$ cat config.mk
export PLATFORM = sky130hd
export DESIGN_NAME = vote_collect_arbiter
export DESIGN_NICKNAME = d
export VERILOG_FILES = /design/src/rtl/vote_collect_arbiter.sv
export SDC_FILE = /design/constraint.sdc
export NUM_CORES = 1
export LEC_CHECK = 0
export BUFFER_PORTS_ARGS = -buffer_cell sky130_fd_sc_hd__clkbuf_2
export CORE_ASPECT_RATIO = 0.75
export CORE_UTILIZATION = 47
export CTS_CLUSTER_SIZE = 10
export DETAILED_ROUTE_END_ITERATION = 16
export GPL_ROUTABILITY_DRIVEN = 0
export PLACE_DENSITY = 0.78
export SETUP_SLACK_MARGIN = 0.05
export SLEW_MARGIN = 20
export SYNTH_ARGS = -nofsm -noshare
export SYNTH_HDL_FRONTEND = slang
export SYNTH_SLANG_ARGS = --single-unit
$ cat constraint.sdc
create_clock -name clk -period 3.7 [get_ports clk]
set_input_delay 1.11 -clock clk [delete_from_list [all_inputs] [get_ports clk]]
set_output_delay 1.11 -clock clk [all_outputs]
set_load 0.02 [all_outputs]
$ cat src/rtl/vote_collect_arbiter.sv
// Vote collection sequencer: clears the vote buffer, then round-robin merges N_ENG engine results into it.
// Optional macro VOTE_COLLECT_ARB_TAG_EN overwrites the result MSBs with the granted engine index.
module vote_collect_arbiter #(
    parameter int N_ENG     = 4,
    parameter int RES_WIDTH = 16,
    parameter int DEPTH_BIT = 13,
    parameter int IDX_W     = $clog2(N_ENG)
) (
    input  logic                       clk,
    input  logic                       rst_n,
    input  logic                       i_start,
    input  logic                       i_abort,
    input  logic [DEPTH_BIT:0]         i_expected,
    input  logic [N_ENG-1:0]           i_eng_vld,
    input  logic [N_ENG*RES_WIDTH-1:0] i_eng_val,
    output logic [N_ENG-1:0]           o_eng_rdy,
    output logic                       o_buffer_rst,
    output logic                       o_res_vld,
    output logic [RES_WIDTH-1:0]       o_res_val,
    output logic                       o_busy,
    output logic                       o_done,
    output logic                       o_cfg_err,
    output logic [DEPTH_BIT:0]         o_count
);

    localparam logic [DEPTH_BIT:0] CAPACITY = {1'b1, {DEPTH_BIT{1'b0}}};

    typedef enum logic [1:0] {
        IDLE    = 2'd0,
        CLEAR   = 2'd1,
        COLLECT = 2'd2,
        DONE    = 2'd3
    } state_t;

    state_t               state;
    state_t               state_next;
    logic [IDX_W-1:0]     ptr;
    logic [DEPTH_BIT:0]   count;
    logic [DEPTH_BIT:0]   count_inc;
    logic [DEPTH_BIT:0]   expected;
    logic                 cfg_err;
    logic                 start_ok;
    logic                 xfer;
    logic [N_ENG-1:0]     grant;
    logic [IDX_W-1:0]     grant_idx;
    logic [RES_WIDTH-1:0] sel_val;
    logic [RES_WIDTH-1:0] out_val;
    logic                 res_vld;
    logic [RES_WIDTH-1:0] res_val;

    // First requesting engine at or above the pointer, wrapping around.
    always_comb begin
        grant     = '0;
        grant_idx = '0;
        xfer      = 1'b0;
        if (state == COLLECT) begin
            for (int i = 0; i < N_ENG; i++) begin
                if (!xfer && i_eng_vld[(int'(ptr) + i) % N_ENG]) begin
                    xfer      = 1'b1;
                    grant_idx = IDX_W'((int'(ptr) + i) % N_ENG);
                    grant[(int'(ptr) + i) % N_ENG] = 1'b1;
                end
            end
        end
    end

    assign count_inc = count + 1'b1;
    assign sel_val   = i_eng_val[int'(grant_idx) * RES_WIDTH +: RES_WIDTH];

`ifdef VOTE_COLLECT_ARB_TAG_EN
    assign out_val = {grant_idx, sel_val[RES_WIDTH-IDX_W-1:0]};
`else
    assign out_val = sel_val;
`endif

    always_comb begin
        state_next = state;
        start_ok   = 1'b0;
        case (state)
            IDLE, DONE: begin
                if (i_start) begin
                    start_ok   = 1'b1;
                    state_next = (i_expected > CAPACITY) ? DONE : CLEAR;
                end
            end
            CLEAR:   state_next = (expected == '0) ? DONE : COLLECT;
            COLLECT: if (xfer && (count_inc == expected)) state_next = DONE;
            default: state_next = IDLE;
        endcase
        // Abort overrides everything, including a start in the same cycle.
        if (i_abort) begin
            state_next = IDLE;
            start_ok   = 1'b0;
        end
    end

    always_ff @(posedge clk or negedge rst_n) begin
        if (!rst_n) begin
            state    <= IDLE;
            ptr      <= '0;
            count    <= '0;
            expected <= '0;
            cfg_err  <= 1'b0;
            res_vld  <= 1'b0;
            res_val  <= '0;
        end else begin
            state   <= state_next;
            res_vld <= xfer;
            if (start_ok) begin
                expected <= i_expected;
                count    <= '0;
                cfg_err  <= (i_expected > CAPACITY);
            end
            if (xfer) begin
                count   <= count_inc;
                res_val <= out_val;
                ptr     <= (grant_idx == IDX_W'(N_ENG - 1)) ? '0 : grant_idx + 1'b1;
            end
        end
    end

    assign o_eng_rdy    = grant;
    assign o_buffer_rst = (state == CLEAR);
    assign o_res_vld    = res_vld;
    assign o_res_val    = res_val;
    assign o_busy       = (state == CLEAR) || (state == COLLECT);
    assign o_done       = (state == DONE);
    assign o_cfg_err    = cfg_err;
    assign o_count      = count;

endmodule

==> summary by stage <==
Clock network
The number of buffers between clock root and the deepest sink is 2. The H-tree was split into 2 levels. The CTS root buffer is clkbuf_8. The clock tree from TritonCTS is built.

The number of buffers added by the clock tree synthesis step is 5. The clock transition time at the flip-flop clock pins of the worst setup and hold paths is 0.09 ns. The clock insertion delay at the later pin of the skew report is 0.30 ns. The tree built by TritonCTS fans out to 50 sinks. The count of hold-fix buffers inserted at cts is 0.

Pwr
The peak ir drop on the vdd network is 353.6 µV. The design draws 3.719 mW. For this design the static power due to leakage is 2.098 nW.

The power per cell area is 786.3 nW/µm².

Global routing
The initial antenna violation count is 0. The pin count of the biggest net entering global routing is 33. The via count of the first global-routing pass is 3478.

Global routing finished with a remaining overflow of 0. The first global-routing pass estimated 17080 µm of wire. The total routing resource utilization after global routing is 25.47%.

Floorplanning
The I/O pin count is 125. The core region is 7567 µm². The initialized floorplan defines 27 standard-cell rows. Once the floorplan was initialized, standard cells occupied 49.95% of the core.

The horizontal die dimension is 105.6 µm. The die height is 79.67 µm. The floorplan die area is 8409 µm².

Run status
The flow ran to the end, and the final reports show no timing, DRC or antenna violations.

Route
Summed over all nets, wire length on met2 after detailed routing comes to 4702 µm. In the routed design, unresolved DRC markers number 0. For this block, the initial DRC count from the detailed router was 302. The length of routed wiring on met1 is 4878 µm. The average wire per standard cell is 16.26 µm. The vias per cell is 5.809. The amount of wire on met3 after detailed routing is 576 µm. The highest metal layer with signal wires is met4.

The total via count after detailed routing is 3677. The post-detailed-routing wire length is 10290 µm. In this run the remaining antenna-violating nets after routing total 0. For this run, the detailed router's first-pass iteration total came to 5.

STA
Setup repair after global routing could not meet its margin everywhere. The number of setup violations in the final report is 0. The relative slew slack is 31.97%. The clock skew after layout is 0.005362 ns. The minimum clock period is 3.693 ns. The final critical-path share of the clock period is 99.82%. The accumulated negative setup slack is 0 ns. The fmax is 270.8 MHz. The final-report max-slew violation count was 0. The count of endpoints failing hold in the final timing report is 0.

The transition time of the tightest slew-check pin is 1.017 ns.

Min path
The kind of path behind the tightest hold check is register to register.

Worst setup path
The origin of the worst setup path is i_eng_vld[2]. The worst setup path is captured at a primary output. Broken down by cell family, the worst path's largest delay share belongs to simple AND/OR/NAND/NOR gates. For the worst setup path, the data required time is 2.59 ns. The cell depth of the worst flop-to-flop path is 12. The highest net fanout along the worst path is 4. The launching element type of the critical path is an input pin. Following the worst setup path forward leads to its endpoint at o_eng_rdy[1]. In this run the register-to-register setup slack is 0.40 ns. The class of the most critical setup path is input pin to primary output. The largest single stage delay on the critical path is 0.51 ns. Walking the worst path, the cells encountered are buf_6 -> mux4_2 -> nor4b_4 -> a22oi_1 -> o21ai_1 -> and2_1 -> clkbuf_8. The number of buffer and inverter instances along the worst setup path is 2. The arrival time reported for the critical path endpoint is 2.58 ns. Among all stages on the critical path, the largest delay is contributed by mux4_2. In this run the critical register-to-register path is launched from ptr[0]. The critical path runs through a total of 7 cells. The capturing point of the worst reg2reg path is o_res_val[14].

Synthesis
By area the synthesized netlist is led by dfrtp_1 (33%), a211oi_2 (6.3%), o21ai_0 (6.0%). The count of warnings emitted by yosys is 0. Counting flops and latches in the post-synthesis netlist gives 50. Averaged over all synthesized cells, the footprint is 9.287 µm².

The mapped netlist covers 3780 µm². The distinct cell type count after synthesis is 60. In the synthesized netlist the async set-or-reset flop fraction comes to 100.0%. The area share of the largest cell type after synthesis is 33.10%.

Of all cell types, the one taking the most synthesized area is dfrtp_1. The number of enable-type register cells in the synthesized netlist is 0. The dominant register cell in the synthesized netlist is dfrtp_1. After technology mapping, the gate count stands at 407. The sequential share of the synthesized area is 33.10%. When the netlist entered floorplanning its net count stood at 505.

Cells and area
In the layout the commonest cells are clkbuf_2 (116), dfrtp_1 (50), nor2_1 (45), o21ai_0 (41), buf_4 (24). The final layout contains 629 nets. The library cell used most frequently in the layout, excluding fill and tap cells, is clkbuf_2. Cells with a size suffix above 1 make up 42.11% of the layout.

0 antenna diodes ended up in the layout. The area of all sequential standard cells is 1251 µm². The layout has 655 filler cells.

Relative to the synthesized area, the layout overhead comes to 25.12%. The area used by multi-input combinational logic is 2369 µm². After routing the design area is 4730 µm².

Place
The HPWL after detailed placement is 7884 µm. In this run the cell area measured after placement is 4537 µm². The number of port buffers is 124.

Job
The number of maximum-capacitance violations is 0.
-- cell usage after synthesis, types with 5 or more instances --
cell type and instances:
dfrtp_1 50, nor2_1 45, o21ai_0 45, clkbuf_1 21, a211oi_2 19, mux2_2 15, o21ai_1 15, nand2_1 14
a211oi_1 13, ha_1 12, a21oi_1 11, and3_4 10, a22oi_1 9, nand4_1 9, xnor2_1 9, inv_1 8
xor2_1 8, and2_1 7, and3_2 6, nor4_1 6, a31oi_1 5, nand3_1 5
-- how the worst min path moves through the flow --
stage	startpoint	to	slack, ns	cells past startpoint
6_report	o_cfg_err	o_cfg_err	0.51	2
5_1_grt	o_cfg_err	o_cfg_err	0.55	2
4_1_cts	o_cfg_err	o_cfg_err	0.52	2
3_5_place_dp	o_cfg_err	o_cfg_err	0.49	2
3_3_place_gp	o_cfg_err	o_cfg_err	0.48	2
2_1_floorplan	state[1]	state[1]	0.51	1
-- per-layer routing --
| layer | up-vias | track usage, % |
|---|---|---|
| li1 | 1755 | - |
| met1 | 1769 | 35.96 |
| met2 | 138 | 39.87 |
| met3 | 15 | 3.918 |
| met4 | 0 | 8.889 |
| met5 | - | 0 |
-- sequential cells by signal (all words and copies together), names as in the netlist --
register / flops
expected: 14
o_res_vld: 1
state: 2
o_res_val: 16
o_count: 14
o_cfg_err: 1
ptr: 2
-- logic make-up (layout without fill, tap and decap cells) --
kind of cell | Yosys count | count (layout) | share of synthesized area [%]
AOI/OAI and AO/OA | 137 | 137 | 25.59
muxes | 24 | 24 | 8.110
buffers and inverters | 39 | 164 | 5.627
adders and majority gates | 12 | 12 | 3.972
xor gates and xnor gates | 17 | 17 | 3.939
and+or+nand+nor | 128 | 128 | 19.66
DFF | 50 | 50 | 33.10
-- power breakdown --
part           total, mW  internal [mW]  switching [mW]
clock              0.322          0.133           0.189
combinational       2.44           1.02            1.42
sequential         0.958          0.759           0.198
total               3.72           1.91            1.80
-- worst register-to-register path, cell delays in order (launching register included) --
cell	delay, ns
dfrtp_1	0.35
inv_1	0.12
ha_4	0.32
mux4_2	0.55
buf_4	0.19
nor2b_4	0.16
buf_4	0.13
buf_4	0.10
buf_4	0.12
or3_1	0.46
nand2_8	0.26
a211oi_2	0.35
a211oi_2	0.07
-- stage by stage --
stage	utilization [%]	hold slack, ns	setup slack, ns	cells
CTS	62.22	0.5214	0.003951	633
finish	62.50	0.5098	0.006572	633
floorplan	-	0.5116	0.09410	407
detailed placement	59.95	0.4902	-0.09650	623
global route	62.50	0.5508	-0.1069	633
global placement	59.95	0.4781	0.0001694	623
-- layout make-up --
cell class	count	area share [%]
Clock buffer	5	1.455
Sequential cell	50	26.46
Clock inverter	3	0.4497
Timing Repair Buffer	148	18.25
Tap cell	101	2.672
Multi-Input combinational cell	318	50.08
Inverter	8	0.6349
-- timing repair --
action                                 4_1_cts  5_1_grt
buffers inserted                             2        0
setup endpoints to repair                    4        4
endpoints found under the hold margin        0        0
pin swaps                                    5        5
gates resized for setup                     15       12
Note: power is estimated with default switching activity, not from simulation.
